## config.mk

```make
export PLATFORM = sky130hd
export DESIGN_NAME = alu_issue_queue_flat
export DESIGN_NICKNAME = d
export VERILOG_FILES = /design/src/rtl/alu_issue_queue_if.sv /design/src/rtl/alu_issue_queue.sv /design/src/flat_wrapper.sv
export SDC_FILE = /design/constraint.sdc
export NUM_CORES = 1
export LEC_CHECK = 0
export ABC_AREA = 1
export BUFFER_PORTS_ARGS = -buffer_cell sky130_fd_sc_hd__buf_2
export CORE_UTILIZATION = 36
export CTS_CLUSTER_DIAMETER = 100
export CTS_CLUSTER_SIZE = 25
export DETAILED_ROUTE_END_ITERATION = 16
export REMOVE_ABC_BUFFERS = 1
export SKIP_CTS_REPAIR_TIMING = 1
export SLEW_MARGIN = 40
export SYNTH_ARGS = -nofsm -noshare
export SYNTH_HDL_FRONTEND = slang
export SYNTH_SLANG_ARGS = --single-unit
```

## constraint.sdc

```tcl
create_clock -name clk -period 6.25 [get_ports clk]
set_input_delay 1.25 -clock clk [delete_from_list [all_inputs] [get_ports clk]]
set_output_delay 1.25 -clock clk [all_outputs]
set_load 0.01 [all_outputs]
```

## src/rtl/alu_issue_queue_if.sv

```systemverilog
// ============================================================================
// Module      : alu_issue_queue_if
// Description : Command-in, ALU-drive and result-out bundle for alu_issue_queue.
// Revision    : 1.0 - initial release
// ============================================================================
`default_nettype none

interface alu_issue_queue_if #(
    parameter int DATA_W = 16,
    parameter int OP_W   = 4,
    parameter int DEPTH  = 4
);
    localparam int CNT_W = $clog2(DEPTH + 1);

    logic              in_valid;
    logic              in_ready;
    logic [OP_W-1:0]   in_opcode;
    logic [DATA_W-1:0] in_a;
    logic [DATA_W-1:0] in_b;
    logic [OP_W-1:0]   alu_opcode;
    logic [DATA_W-1:0] alu_a;
    logic [DATA_W-1:0] alu_b;
    logic              alu_issue;
    logic [DATA_W-1:0] alu_result;
    logic              out_valid;
    logic              out_ready;
    logic [DATA_W-1:0] out_result;
    logic [OP_W-1:0]   out_opcode;
    logic [CNT_W-1:0]  count;

    modport master (
        output in_valid, in_opcode, in_a, in_b, alu_result, out_ready,
        input  in_ready, alu_opcode, alu_a, alu_b, alu_issue,
               out_valid, out_result, out_opcode, count
    );

    modport slave (
        input  in_valid, in_opcode, in_a, in_b, alu_result, out_ready,
        output in_ready, alu_opcode, alu_a, alu_b, alu_issue,
               out_valid, out_result, out_opcode, count
    );
endinterface

`default_nettype wire

```

## src/rtl/alu_issue_queue.sv

```systemverilog
// ============================================================================
// Module      : alu_issue_queue
// Description : Command FIFO and in-order issue stage in front of a fixed-latency ALU.
// Revision    : 1.0 - initial release
// ============================================================================
`default_nettype none

module alu_issue_queue #(
    parameter int DATA_W  = 16,
    parameter int OP_W    = 4,
    parameter int DEPTH   = 4,
    parameter int ALU_LAT = 1
) (
    input  logic             clk,
    input  logic             rst,
    alu_issue_queue_if.slave bus
);
    localparam int PTR_W     = $clog2(DEPTH);
    localparam int CNT_W     = $clog2(DEPTH + 1);
    localparam int RES_DEPTH = ALU_LAT + 1;
    localparam int RPTR_W    = $clog2(RES_DEPTH);
    localparam int RCNT_W    = $clog2(RES_DEPTH + 1);
    localparam int OCC_W     = RCNT_W + 1;

    logic [OP_W-1:0]   cmd_op_q [DEPTH];
    logic [DATA_W-1:0] cmd_a_q  [DEPTH];
    logic [DATA_W-1:0] cmd_b_q  [DEPTH];
    logic [PTR_W-1:0]  wr_ptr_q;
    logic [PTR_W-1:0]  rd_ptr_q;
    logic [CNT_W-1:0]  count_q;
    logic [CNT_W-1:0]  count_d;

    logic              alu_issue_q;
    logic [OP_W-1:0]   alu_opcode_q;
    logic [DATA_W-1:0] alu_a_q;
    logic [DATA_W-1:0] alu_b_q;

    logic [DATA_W-1:0] res_data_q [RES_DEPTH];
    logic [OP_W-1:0]   res_op_q   [RES_DEPTH];
    logic [RPTR_W-1:0] res_wr_q;
    logic [RPTR_W-1:0] res_rd_q;
    logic [RCNT_W-1:0] res_count_q;
    logic [RCNT_W-1:0] res_count_d;

    logic [ALU_LAT-1:0]           w_stage_vld;
    logic [ALU_LAT-1:0][OP_W-1:0] w_stage_op;
    logic [RCNT_W-1:0]            w_inflight;
    logic [OCC_W-1:0]             w_occupied;
    logic [OCC_W-1:0]             w_limit;
    logic                         w_in_ready;
    logic                         w_push;
    logic                         w_issue;
    logic                         w_capture;
    logic                         w_out_valid;
    logic                         w_out_pop;

    function automatic logic [RPTR_W-1:0] res_ptr_inc(input logic [RPTR_W-1:0] p);
        return (p == RPTR_W'(RES_DEPTH - 1)) ? '0 : p + RPTR_W'(1);
    endfunction

    assign w_in_ready  = !rst && (count_q < CNT_W'(DEPTH));
    assign w_push      = bus.in_valid && w_in_ready;
    assign w_out_valid = (res_count_q != '0);
    assign w_out_pop   = w_out_valid && bus.out_ready;

    // Stage 0 of the in-flight pipe is the ALU input register itself.
    assign w_stage_vld[0] = alu_issue_q;
    assign w_stage_op[0]  = alu_opcode_q;
    assign w_capture      = w_stage_vld[ALU_LAT-1];

    generate
        if (ALU_LAT > 1) begin : g_pipe
            logic [ALU_LAT-1:1]           vld_q;
            logic [ALU_LAT-1:1][OP_W-1:0] op_q;

            always_ff @(posedge clk) begin
                if (rst) begin
                    vld_q <= '0;
                    op_q  <= '0;
                end else begin
                    vld_q[1] <= alu_issue_q;
                    op_q[1]  <= alu_opcode_q;
                    for (int i = 2; i < ALU_LAT; i++) begin
                        vld_q[i] <= vld_q[i-1];
                        op_q[i]  <= op_q[i-1];
                    end
                end
            end

            assign w_stage_vld[ALU_LAT-1:1] = vld_q;
            assign w_stage_op[ALU_LAT-1:1]  = op_q;
        end : g_pipe
    endgenerate

    always_comb begin
        w_inflight = '0;
        for (int i = 0; i < ALU_LAT; i++) begin
            w_inflight = w_inflight + RCNT_W'(w_stage_vld[i]);
        end
    end

    // A result leaving this edge frees its slot for a command issued on the same edge,
    // which is what sustains one command per cycle with a two-entry buffer.
    assign w_occupied = OCC_W'(w_inflight) + OCC_W'(res_count_q);
    assign w_limit    = OCC_W'(RES_DEPTH) + OCC_W'(w_out_pop);
    assign w_issue    = (count_q != '0) && (w_occupied < w_limit);

    always_comb begin
        count_d = count_q;
        case ({w_push, w_issue})
            2'b10:   count_d = count_q + CNT_W'(1);
            2'b01:   count_d = count_q - CNT_W'(1);
            default: count_d = count_q;
        endcase
    end

    always_comb begin
        res_count_d = res_count_q;
        case ({w_capture, w_out_pop})
            2'b10:   res_count_d = res_count_q + RCNT_W'(1);
            2'b01:   res_count_d = res_count_q - RCNT_W'(1);
            default: res_count_d = res_count_q;
        endcase
    end

    always_ff @(posedge clk) begin
        if (rst) begin
            wr_ptr_q     <= '0;
            rd_ptr_q     <= '0;
            count_q      <= '0;
            alu_issue_q  <= 1'b0;
            alu_opcode_q <= '0;
            alu_a_q      <= '0;
            alu_b_q      <= '0;
            res_wr_q     <= '0;
            res_rd_q     <= '0;
            res_count_q  <= '0;
        end else begin
            if (w_push) begin
                wr_ptr_q <= wr_ptr_q + PTR_W'(1);
            end
            if (w_issue) begin
                rd_ptr_q <= rd_ptr_q + PTR_W'(1);
            end
            count_q      <= count_d;
            alu_issue_q  <= w_issue;
            alu_opcode_q <= w_issue ? cmd_op_q[rd_ptr_q] : '0;
            alu_a_q      <= w_issue ? cmd_a_q[rd_ptr_q]  : '0;
            alu_b_q      <= w_issue ? cmd_b_q[rd_ptr_q]  : '0;
            if (w_capture) begin
                res_wr_q <= res_ptr_inc(res_wr_q);
            end
            if (w_out_pop) begin
                res_rd_q <= res_ptr_inc(res_rd_q);
            end
            res_count_q <= res_count_d;
        end
    end

    // Storage arrays carry no reset; occupancy counters alone decide what is live.
    always_ff @(posedge clk) begin
        if (w_push) begin
            cmd_op_q[wr_ptr_q] <= bus.in_opcode;
            cmd_a_q[wr_ptr_q]  <= bus.in_a;
            cmd_b_q[wr_ptr_q]  <= bus.in_b;
        end
        if (w_capture) begin
            res_data_q[res_wr_q] <= bus.alu_result;
            res_op_q[res_wr_q]   <= w_stage_op[ALU_LAT-1];
        end
    end

    assign bus.in_ready   = w_in_ready;
    assign bus.count      = count_q;
    assign bus.alu_issue  = alu_issue_q;
    assign bus.alu_opcode = alu_opcode_q;
    assign bus.alu_a      = alu_a_q;
    assign bus.alu_b      = alu_b_q;
    assign bus.out_valid  = w_out_valid;
    assign bus.out_result = w_out_valid ? res_data_q[res_rd_q] : '0;
    assign bus.out_opcode = w_out_valid ? res_op_q[res_rd_q]   : '0;

endmodule

`default_nettype wire

```

## src/flat_wrapper.sv

```systemverilog
// flat-port wrapper written by rule: the top's interface ports become plain ports
module alu_issue_queue_flat 
#(
    parameter int DATA_W  = 16,
    parameter int OP_W    = 4,
    parameter int DEPTH   = 4,
    parameter int ALU_LAT = 1
)
  (clk, rst, bus_in_valid, bus_in_opcode, bus_in_a, bus_in_b, bus_alu_result, bus_out_ready, bus_in_ready, bus_alu_opcode, bus_alu_a, bus_alu_b, bus_alu_issue, bus_out_valid, bus_out_result, bus_out_opcode, bus_count);
  alu_issue_queue_if #(.DATA_W(DATA_W), .OP_W(OP_W), .DEPTH(DEPTH)) bus_i ();
  input  logic clk;
  input  logic rst;
  input wire logic [$bits(bus_i.in_valid)-1:0] bus_in_valid;
  input wire logic [$bits(bus_i.in_opcode)-1:0] bus_in_opcode;
  input wire logic [$bits(bus_i.in_a)-1:0] bus_in_a;
  input wire logic [$bits(bus_i.in_b)-1:0] bus_in_b;
  input wire logic [$bits(bus_i.alu_result)-1:0] bus_alu_result;
  input wire logic [$bits(bus_i.out_ready)-1:0] bus_out_ready;
  output wire logic [$bits(bus_i.in_ready)-1:0] bus_in_ready;
  output wire logic [$bits(bus_i.alu_opcode)-1:0] bus_alu_opcode;
  output wire logic [$bits(bus_i.alu_a)-1:0] bus_alu_a;
  output wire logic [$bits(bus_i.alu_b)-1:0] bus_alu_b;
  output wire logic [$bits(bus_i.alu_issue)-1:0] bus_alu_issue;
  output wire logic [$bits(bus_i.out_valid)-1:0] bus_out_valid;
  output wire logic [$bits(bus_i.out_result)-1:0] bus_out_result;
  output wire logic [$bits(bus_i.out_opcode)-1:0] bus_out_opcode;
  output wire logic [$bits(bus_i.count)-1:0] bus_count;
  assign bus_i.in_valid = bus_in_valid;
  assign bus_i.in_opcode = bus_in_opcode;
  assign bus_i.in_a = bus_in_a;
  assign bus_i.in_b = bus_in_b;
  assign bus_i.alu_result = bus_alu_result;
  assign bus_i.out_ready = bus_out_ready;
  assign bus_in_ready = bus_i.in_ready;
  assign bus_alu_opcode = bus_i.alu_opcode;
  assign bus_alu_a = bus_i.alu_a;
  assign bus_alu_b = bus_i.alu_b;
  assign bus_alu_issue = bus_i.alu_issue;
  assign bus_out_valid = bus_i.out_valid;
  assign bus_out_result = bus_i.out_result;
  assign bus_out_opcode = bus_i.out_opcode;
  assign bus_count = bus_i.count;
  alu_issue_queue #(.DATA_W(DATA_W), .OP_W(OP_W), .DEPTH(DEPTH), .ALU_LAT(ALU_LAT)) u_core (.clk(clk), .rst(rst), .bus(bus_i));
endmodule
```

Word-level counts from Yosys, hierarchy flattened
Memory sizes are Yosys's and may differ from the RTL's. A register that Yosys moved wholly into a read port is not among the register bits.
Index checks and enable logic that the tools add are counted.
{"block": "word_totals", "ff_bits": 12, "ram_bits": 184, "in_bits": 56, "output_inout_bits": 62, "wordCells": 53, "n_memories": 5}
{"name": "u_core.cmd_a_q", "words": 4, "word_bits": 16, "rd": 1, "rd_clocked_by_memory_dff": 1, "wr": 1, "line": "alu_issue_queue.sv:26", "text": "logic [DATA_W-1:0] cmd_a_q [DEPTH];"}
{"name": "u_core.cmd_b_q", "words": 4, "word_bits": 16, "rd": 1, "rd_clocked_by_memory_dff": 1, "wr": 1, "line": "alu_issue_queue.sv:27", "text": "logic [DATA_W-1:0] cmd_b_q [DEPTH];"}
{"name": "u_core.res_data_q", "words": 2, "word_bits": 16, "rd": 1, "rd_clocked_by_memory_dff": 1, "wr": 1, "line": "alu_issue_queue.sv:38", "text": "logic [DATA_W-1:0] res_data_q [RES_DEPTH];"}
{"name": "u_core.cmd_op_q", "words": 4, "word_bits": 4, "rd": 1, "rd_clocked_by_memory_dff": 1, "wr": 1, "line": "alu_issue_queue.sv:25", "text": "logic [OP_W-1:0] cmd_op_q [DEPTH];"}
{"name": "u_core.res_op_q", "words": 2, "word_bits": 4, "rd": 1, "rd_clocked_by_memory_dff": 1, "wr": 1, "line": "alu_issue_queue.sv:39", "text": "logic [OP_W-1:0] res_op_q [RES_DEPTH];"}
{"block": "classes", "n_addsub": 10, "order_cmp": 2, "eq_ne": 4, "n_mux": 14, "n_bitwise": 1, "n_reduce_logical": 10}
{"op": "16-bit 2-to-1 mux", "count": 1}
{"op": "1-bit 2-to-1 mux", "count": 10}
{"op": "2-bit by 1-bit adder with 2-bit output (second input constant)", "count": 3}
{"op": "3-bit one-hot mux with 2 select lines", "count": 1}
{"op": "2-bit nonzero test", "count": 3}
{"op": "2-bit by 1-bit equality test with 1-bit output (second input constant)", "count": 2}
{"op": "2-bit equality test (second input constant)", "count": 2}
{"op": "1-bit logical AND", "count": 4}
{"op": "4-bit 2-to-1 mux", "count": 1}
{"op": "2-bit one-hot mux with 2 select lines", "count": 1}
{"op": "1-bit by 2-bit adder with 3-bit output", "count": 1}
{"op": "2-bit by 1-bit adder with 3-bit output (first input constant)", "count": 1}
{"op": "3-bit by 1-bit adder with 3-bit output (second input constant)", "count": 1}
{"op": "3-bit < comparator", "count": 1}
{"op": "3-bit < comparator (second input constant)", "count": 1}
{"op": "3-bit nonzero test", "count": 1}
{"op": "3-bit by 1-bit subtractor with 3-bit output (second input constant)", "count": 1}
{"op": "1-bit adder (second input constant)", "count": 2}
{"op": "2-bit OR reduction", "count": 1}
{"op": "2-bit by 1-bit subtractor with 2-bit output (second input constant)", "count": 1}
{"op": "1-bit logical NOT", "count": 1}
{"op": "1-bit inverter", "count": 1}

Depth between registers and ports, before layout
Gate-level depths: netlist (run 1).
{"block": "depth", "word_depth": 7, "mapped_depth": 14, "mapped_depth_nobuf": 14}

Worst setup path after synthesis (run 1)
Ideal clock, no wire load.
{"block": "synth_timing", "path_kind": "input-to-reg", "startpoint": "input port rst", "endpoint": "memory u_core.cmd_a_q[0][0] (enable)", "setup_ps": 429, "arrival_time_ps": 3177, "t_required_ps": 5821, "slack_ps": 2644, "stages": 3, "path_buffers": 0, "cell_sequence": "nor2_1 > nand2_2 > nor2_1"}
{"block": "synth_between", "elab_chain_len": 5}
{"item": "from (decl)", "line": "flat_wrapper.sv:12", "text": "input logic rst;"}
{"item": "1-bit logical NOT", "line": "alu_issue_queue.sv:61", "text": "assign w_in_ready = !rst && (count_q < CNT_W'(DEPTH));"}
{"item": "1-bit logical AND", "line": "alu_issue_queue.sv:61"}
{"item": "1-bit logical AND", "line": "alu_issue_queue.sv:62", "text": "assign w_push = bus.in_valid && w_in_ready;"}
{"item": "1-bit 2-to-1 mux", "line": "alu_issue_queue.sv:162", "text": "if (w_push) begin"}
{"item": "1-bit 2-to-1 mux (implied by the code)", "line": "alu_issue_queue.sv:164", "text": "cmd_a_q[wr_ptr_q] <= bus.in_a;"}
{"item": "to (decl)", "line": "alu_issue_queue.sv:26"}
No other way between the ends.

==> PnR_summary.wiki, run 1 <==
{| class="wikitable"
! Metric !! Value
|-
| Outcome || finished clean
|-
| Total number of nets in the final design || roughly 870
|-
| Final design area excluding fillers || approximately 10000 um2
|-
| Commonest cells after routing, fill and taps aside || 184 x sky130_fd_sc_hd__edfxtp_1, 125 x sky130_fd_sc_hd__nor2_1, 117 x sky130_fd_sc_hd__buf_2
|-
| Biggest fanout along the worst timing path || 21
|-
| Number of remaining DRC errors || 0
|-
| Leading register cell type out of synthesis || sky130_fd_sc_hd__edfxtp_1
|-
| Number of top-level pins || 118
|-
| Syn Inst Count || just under 700
|-
| Avg Cell Area, Syn || 12.6 um2
|-
| Global placement routability congestion || around 0.66
|-
| Standard cell core area || approximately 24,000 um2
|-
| Total via count after detailed routing || 5,105
|-
| Count of unique library cells instantiated by Yosys || 27
|-
| Mean routed wirelength per cell || roughly 14 um
|-
| Pin count of the biggest net entering global routing || 75
|-
| Clock Tree Buf Depth || 3
|-
| Tcrit/Tclk final || 0.537
|-
| Worst-path cell chain || inv_1 > nand2_1 > a21oi_1 > buf_2
|-
| Buffering stage count on the worst path with inverters included || 2
|-
| Count of maximum capacitance violations || 0
|-
| Power density over cell area || 412 nW/um2
|-
| GRT Total Usage || 0.134
|-
| Fill count || between 2k and 2.5k
|-
| Cts bufs inserted || 13
|-
| Launch instance of the worst register-to-register path || u_core.rd_ptr_q[0]
|-
| Transition at the pin with the smallest max-transition slack || roughly 800 ps
|-
| Maximum achievable frequency || roughly 300 MHz
|-
| Startpoint type of the worst setup path || flop
|-
| Leakage power summed over all cells || around 3.8 nW
|-
| Total overflow reported by the global router || 0
|-
| Placed wire-length estimate || roughly 9400 um
|-
| Count of input and output buffers || 117
|-
| Type of the most critical hold path || reg -> reg
|-
| Power, Total || just over 4 mW
|-
| Total Die Area || 24,900 um2
|-
| Clk root buf || sky130_fd_sc_hd__clkbuf_16
|-
| Antenna diodes || 0
|-
| Post-synth EDFFs || about 180
|-
| Iteration count of the initial detailed-routing pass || 4
|-
| TritonCTS clock tree || built
|-
| Largest stage delay on the critical path || between 700 and 800 ps
|-
| Starting utilization of the core area || 0.370
|-
| Sum of negative setup slack || 0 ps
|-
| Core utilization of the finished layout || 0.423
|-
| Vias in the first global route || about 5k
|-
| Cell taking the most area after synthesis || sky130_fd_sc_hd__edfxtp_1
|-
| WP data required || 5000 ps
|-
| Normalized max-slew margin || 0.474
|-
| Count of state elements after synthesis || about 230
|-
| Peak supply drop || roughly 270 uV
|-
| Maximum level of the CTS H-tree || 1
|-
| Vias per Instance || about 4.5
|-
| Async set-or-reset flop fraction in the synthesized netlist || 0
|-
| Hold violation count in the final report || 0
|-
| Data arrival time at the worst-slack endpoint || 2100 ps
|-
| Wire length of the first global-routing pass || 26,000 um
|-
| Kind of end point of the critical path || output pin
|-
| Cell family with most CP delay || flip-flops
|-
| Top cell type's share of synthesized area || 0.632
|-
| Portion of the post-synthesis area used by sequential elements || 0.744
|-
| Worst-skew pair later-pin latency || 470 ps
|-
| Vert. Die Dim || roughly 160 um
|-
| Unrepaired setup endpoints after global routing || no
|-
| Number of placed instances with taps included || 1,106
|-
| Number of DRC markers after the initial detailed-route iteration || 386
|-
| Initial antenna violation count || 2
|-
| Number of cells in the finished layout apart from fillers || around 1.1k
|-
| Floorplan die width || about 160 um
|-
| Startpoint-to-endpoint class of the critical path || reg -> out
|-
| Post-route clock skew || approximately 9.1 ps
|-
| Min cycle time layout || between 3000 and 4000 ps
|-
| Post-DRT Antenna Nets || 0
|-
| Detailed Route WL || roughly 16,000 um
|-
| Number of setup violations in the final report || 0
|-
| Clock tree sinks || about 230
|-
| Worst path slowest cell || sky130_fd_sc_hd__dfxtp_1
|-
| Share of layout cells above drive strength 1 || 0.231
|-
| Clock-pin slew reported for the worst setup and hold paths after clock tree synthesis || 90 ps
|-
| Count of warnings emitted by yosys || 0
|-
| Most common library cell in the layout ignoring fill and taps || sky130_fd_sc_hd__edfxtp_1
|-
| Layout area overhead || 14.1%
|-
| Area of the mapped netlist || 8740 um2
|-
| Instance area at placement || approximately 9600 um2
|-
| Hold path start || u_core.bus.alu_opcode[0]
|-
| Largest cells by area after synthesis || sky130_fd_sc_hd__edfxtp_1 63%, sky130_fd_sc_hd__dfxtp_1 11%, sky130_fd_sc_hd__o21ai_0 5.8%
|-
| Row count || between 50 and 60
|-
| Number of pins exceeding their max-slew limit in the final report || 0
|}
-- power breakdown --
group          total, mW  leakage, nW  switching, mW  internal, mW
logic               1.28         1.55          0.870         0.409
clock network      0.867        0.178          0.469         0.398
registers           1.96         2.08         0.0694          1.89
-- layer usage --
metal,share of wire,vias to the layer above,track usage
li1,-,2566,-
met1,0.46,2384,0.176
met2,0.46,131,0.227
met3,0.066,20,0.0274
met4,0.017,4,0.0296
met5,0.0017,-,0
-- logic make-up after synthesis --
group           share of synthesized area
flops                               0.744
xor+xnor                          0.00100
simple gates                        0.106
fa+ha+maj                          0.0137
compound gates                     0.0860
buf+inv                            0.0494
-- sequential cells by signal, summed over array words and instances, names as in the netlist, named ones only --
register and count:
u_core.cmd_a_q 64, u_core.bus.alu_issue 1, u_core.cmd_op_q 16, u_core.res_op_q 8, u_core.wr_ptr_q 2, u_core.res_data_q 32, u_core.bus.alu_b 16, u_core.res_wr_q 1
u_core.bus.alu_a 16, u_core.bus.count 3, u_core.rd_ptr_q 2, u_core.res_count_q 2, u_core.res_rd_q 1, u_core.cmd_b_q 64, u_core.bus.alu_opcode 4
-- metrics by stage --
stage	worst slack (ps)	hold WS, ps
6_report	2900	457
2_1_floorplan	2640	426
4_1_cts	2860	461
5_1_grt	2660	488
3_5_place_dp	3280	437
3_3_place_gp	3290	426
-- cell type report --
cell class / count / area [um2] / area share
Clock inverter: 2 / 20.0 / 0.00201
Sequential cell: 233 / 6510 / 0.652
Inverter: 58 / 223 / 0.0223
Multi-Input combinational cell: 371 / 1840 / 0.184
Timing Repair Buffer: 125 / 646 / 0.0647
Clock buffer: 19 / 348 / 0.0349
Tap cell: 319 / 399 / 0.0400
-- worst paths after layout --
path / slack (ps) / endpoint / depth (start not counted)
min reg2reg: 460 / u_core.res_op_q[1][0] / 0
min: 460 / u_core.res_op_q[1][0] / 0
max: 2900 / bus_out_result[12] / 4
max reg2reg: 3870 / u_core.bus.alu_a[1] / 7
-- cell usage after synthesis, types with 2 or more instances --
cell type,number
sky130_fd_sc_hd__nor2_1,129
sky130_fd_sc_hd__o21ai_0,101
sky130_fd_sc_hd__clkbuf_1,11
sky130_fd_sc_hd__nor2_2,29
sky130_fd_sc_hd__nand2_4,2
sky130_fd_sc_hd__nand2_2,2
sky130_fd_sc_hd__inv_1,56
sky130_fd_sc_hd__o21ai_1,15
sky130_fd_sc_hd__a21oi_1,31
sky130_fd_sc_hd__buf_12,3
sky130_fd_sc_hd__buf_2,13
sky130_fd_sc_hd__edfxtp_1,184
sky130_fd_sc_hd__dfxtp_1,49
sky130_fd_sc_hd__buf_4,5
sky130_fd_sc_hd__nand2_1,46
sky130_fd_sc_hd__ha_1,8
No activity file was read; power rests on OpenSTA's default activity.
==> run 2: changes to the inputs <==
--- a/config.mk
+++ b/config.mk
@@ -5,7 +5,7 @@
 export SDC_FILE = /design/constraint.sdc
 export NUM_CORES = 1
 export LEC_CHECK = 0
-export ABC_AREA = 1
+export ABC_AREA = 0
 export BUFFER_PORTS_ARGS = -buffer_cell sky130_fd_sc_hd__buf_2
 export CORE_UTILIZATION = 36
 export CTS_CLUSTER_DIAMETER = 100
==> constraint.sdc (replaced) <==
create_clock -name clk -period 3.4 [get_ports clk]
set_input_delay 0.68 -clock clk [delete_from_list [all_inputs] [get_ports clk]]
set_output_delay 0.68 -clock clk [all_outputs]
set_load 0.01 [all_outputs]
==> PnR_summary.wiki, run 2 <==
{| class="wikitable"
! Metric !! Value
|-
| Floorplan die width || about 150 um
|-
| Worst-skew pair later-pin latency || around 470 ps
|-
| Normalized max-slew margin || 0.570
|-
| Syn Inst Count || between 400 and 500
|-
| Buffering stage count on the worst path with inverters included || 1
|-
| Post-DRT Antenna Nets || 0
|-
| Startpoint type of the worst setup path || flop
|-
| Critical path startpoint || u_core.bus.alu_issue
|-
| Avg Cell Area, Syn || 19.5 um2
|-
| Maximum achievable frequency || between 400 and 500 MHz
|-
| Worst reg2reg setup slack || 940 ps
|-
| Largest cells by area after synthesis || sky130_fd_sc_hd__edfxtp_1 66%, sky130_fd_sc_hd__dfxtp_1 12%, sky130_fd_sc_hd__mux4_2 9.7%
|-
| Leakage power summed over all cells || roughly 3.4 nW
|-
| Cells on worst reg2reg path || 10
|-
| GRT Total Usage || 0.131
|-
| Met1 Track Usage GR || 0.163
|-
| Power, Total || ~7 mW
|-
| Hold violation count in the final report || 0
|-
| Portion of total power attributed to the clock network || 0.238
|-
| Row count || 55
|-
| Transition at the pin with the smallest max-transition slack || roughly 650 ps
|-
| Most numerous cell on the critical path || sky130_fd_sc_hd__ha_1
|-
| Peak supply drop || 386 uV
|-
| Clk root buf || sky130_fd_sc_hd__clkbuf_16
|-
| Standard cell core area || about 23,000 um2
|-
| Count of warnings emitted by yosys || 0
|-
| Area of the mapped netlist || about 8300 um2
|-
| Starting utilization of the core area || 0.367
|-
| Most common library cell in the layout ignoring fill and taps || sky130_fd_sc_hd__edfxtp_1
|-
| Unrepaired setup endpoints after global routing || no
|-
| R2R Path End || u_core.bus.count[2]
|-
| WP data required || 3800 ps
|-
| Vias in the first global route || around 4.3k
|-
| Xor/xnor share of the synthesized area || 0.00735
|-
| Core utilization of the finished layout || 0.427
|-
| Share of layout cells above drive strength 1 || 0.338
|-
| Tcrit/Tclk final || 0.722
|-
| Internal Dissipation || ~5.1 mW
|-
| Number of top-level pins || between 100 and 150
|-
| Layout area overhead || 16.3%
|-
| Cell family with most CP delay || adder cells
|-
| Vert. Die Dim || ~150 um
|-
| Launch instance of the worst register-to-register path || u_core.bus.alu_issue
|-
| Share of synthesized cell area in and, or, nand and nor gates || 0.0543
|-
| Type of the most critical hold path || in -> reg
|-
| Kind of end point of the critical path || flop
|-
| Total Die Area || 23,800 um2
|-
| Combinational share of power || 0.233
|-
| Count of unique library cells instantiated by Yosys || 27
|-
| Pin count of the biggest net entering global routing || 39
|-
| Mean routed wirelength per cell || roughly 18 um
|-
| Largest stage delay on the critical path || about 370 ps
|-
| Total via count after detailed routing || between 4k and 5k
|-
| Hold Slack || between 400 and 500 ps
|-
| Combinational family with the most area after synthesis || multiplexers
|-
| Count of maximum capacitance violations || 0
|-
| Initial antenna violation count || 4
|-
| Post-route clock skew || roughly 13 ps
|-
| Leading register cell type out of synthesis || sky130_fd_sc_hd__edfxtp_1
|-
| Number of DRC markers after the initial detailed-route iteration || between 150 and 200
|-
| Number of pins exceeding their max-slew limit in the final report || 0
|-
| Total overflow reported by the global router || 0
|-
| Async set-or-reset flop fraction in the synthesized netlist || 0
|-
| Post-synth EDFFs || 184
|-
| Power density over cell area || approximately 720 nW/um2
|-
| Number of remaining DRC errors || 0
|-
| Synthesized-area fraction occupied by ao, oa, aoi and oai cells || 0.00660
|-
| Most frequent cells after synthesis || 184 x sky130_fd_sc_hd__edfxtp_1, 49 x sky130_fd_sc_hd__dfxtp_1, 37 x sky130_fd_sc_hd__nor2b_1
|-
| Cell taking the most area after synthesis || sky130_fd_sc_hd__edfxtp_1
|-
| Iteration count of the initial detailed-routing pass || 4
|-
| Global route hottest layer || met2
|-
| Count leader, synth || sky130_fd_sc_hd__edfxtp_1
|-
| Number of setup violations in the final report || 0
|-
| Clock-pin slew reported for the worst setup and hold paths after clock tree synthesis || around 90 ps
|-
| Largest registers || u_core.cmd_a_q x64, u_core.cmd_b_q x64, u_core.res_data_q x32
|-
| Cts bufs inserted || 13
|-
| Biggest fanout along the worst timing path || 5
|-
| Clock tree sinks || ~230
|-
| TritonCTS clock tree || built
|-
| Min cycle time layout || 2460 ps
|-
| Portion of the post-synthesis area used by sequential elements || 0.780
|-
| Total number of nets in the final design || about 600
|-
| Switching part of the total power || 0.278
|-
| Top cell type's share of synthesized area || 0.662
|-
| Startpoint-to-endpoint class of the critical path || reg -> reg
|-
| Count of state elements after synthesis || 233
|-
| Switching Power || around 1.9 mW
|-
| Outcome || finished clean
|-
| Count of input and output buffers || approximately 120
|-
| Met2 Resource Use GR || 0.226
|-
| Placed wire-length estimate || about 9300 um
|-
| Commonest cells after routing, fill and taps aside || 184 x sky130_fd_sc_hd__edfxtp_1, 117 x sky130_fd_sc_hd__buf_2, 47 x sky130_fd_sc_hd__dfxtp_1
|-
| Worst-path cell chain || ha_1 > ha_1 > nor2_1 > and2_1 > ha_1 > inv_1 > fa_1 > xor2_1 > or3_1 > a21oi_1
|-
| Hold Crit Endpoint || u_core.res_data_q[0][1]
|-
| Sequential fraction of design power || 0.529
|-
| Fraction of met3 tracks used by global routing || 0.0353
|-
| Cell depth of the worst min-delay path || 1
|-
| Sum of negative setup slack || 0 ps
|-
| Clock Tree Buf Depth || 3
|-
| Hold path start || bus_alu_result[1]
|-
| Data arrival time at the worst-slack endpoint || 2860 ps
|-
| Share of synthesized area spent on multiplexers || 0.123
|-
| Global placement routability congestion || slightly above 0.7
|-
| Vias per Instance || around 4.8
|-
| Maximum level of the CTS H-tree || 1
|-
| Worst path slowest cell || sky130_fd_sc_hd__fa_1
|-
| Arithmetic-cell share of the synthesized area counting full adders, half adders and majority gates || 0.0144
|-
| Final design area excluding fillers || just under 10,000 um2
|-
| Detailed Route WL || 15,300 um
|-
| Wire length of the first global-routing pass || 24,000 um
|-
| Instance area at placement || just over 9000 um2
|}
-- run 2: per-layer routing --
metal / share of wire / up-vias
met5: 0.00085 / -
met4: 0.020 / 2
met3: 0.059 / 23
met2: 0.48 / 108
met1: 0.44 / 2052
li1: - / 1871
-- run 2: worst register-to-register path, stage by stage, from the launching register on --
cell	delay, ps
sky130_fd_sc_hd__dfxtp_1	360
sky130_fd_sc_hd__ha_1	220
sky130_fd_sc_hd__ha_1	190
sky130_fd_sc_hd__nor2_1	210
sky130_fd_sc_hd__and2_1	180
sky130_fd_sc_hd__ha_1	180
sky130_fd_sc_hd__inv_1	60
sky130_fd_sc_hd__fa_1	370
sky130_fd_sc_hd__xor2_1	160
sky130_fd_sc_hd__or3_1	310
sky130_fd_sc_hd__a21oi_1	140
-- run 2: worst max-delay path by stage --
stage                          end  slack (ps)  cells after the start
5_1_grt        u_core.bus.count[2]         740                     10
3_5_place_dp   u_core.bus.count[2]         710                     10
2_1_floorplan  u_core.bus.alu_a[0]         840                      2
3_3_place_gp   u_core.bus.count[2]         790                     10
4_1_cts        u_core.bus.count[2]         910                     10
6_report       u_core.bus.count[2]         940                     10
-- run 2: area by class of cell --
cell class	count	area, um2
Fill cell	2062	13000
Sequential cell	233	6510
Clock buffer	18	344
Antenna cell	4	10.0
Tap cell	285	357
Timing Repair Buffer	127	673
Multi-Input combinational cell	168	1720
Clock inverter	3	47.5
Inverter	10	37.5
-- run 2: per-stage QoR --
| step | setup WS, ps | std cells |
|---|---|---|
| finish | 944 | 848 |
| global placement | 787 | 822 |
| CTS | 914 | 844 |
| detailed placement | 711 | 823 |
| global route | 740 | 845 |
| floorplan | 845 | 411 |
-- run 2: cell families (layout without fill, tap and decap cells) --
| group | count (synthesis) | in the layout |
|---|---|---|
| other | 0 | 4 |
| XOR/XNOR | 7 | 7 |
| AO/OA/AOI/OAI | 9 | 9 |
| buffers and inverters | 26 | 158 |
| multiplexers | 57 | 57 |
| AND/OR/NAND/NOR | 86 | 86 |
| flip-flops | 233 | 233 |
| adder cells (fa/ha/maj) | 9 | 9 |
-- run 2: power by group through the flow --
stage / clock network (mW) / logic (mW) / registers, mW
2_1_floorplan: 0 / 0.917 / 3.86
3_3_place_gp: 0 / 1.57 / 3.83
3_5_place_dp: 0 / 1.67 / 3.78
4_1_cts: 1.73 / 1.68 / 3.72
5_1_grt: 1.83 / 1.80 / 3.76
6_report: 1.67 / 1.63 / 3.71
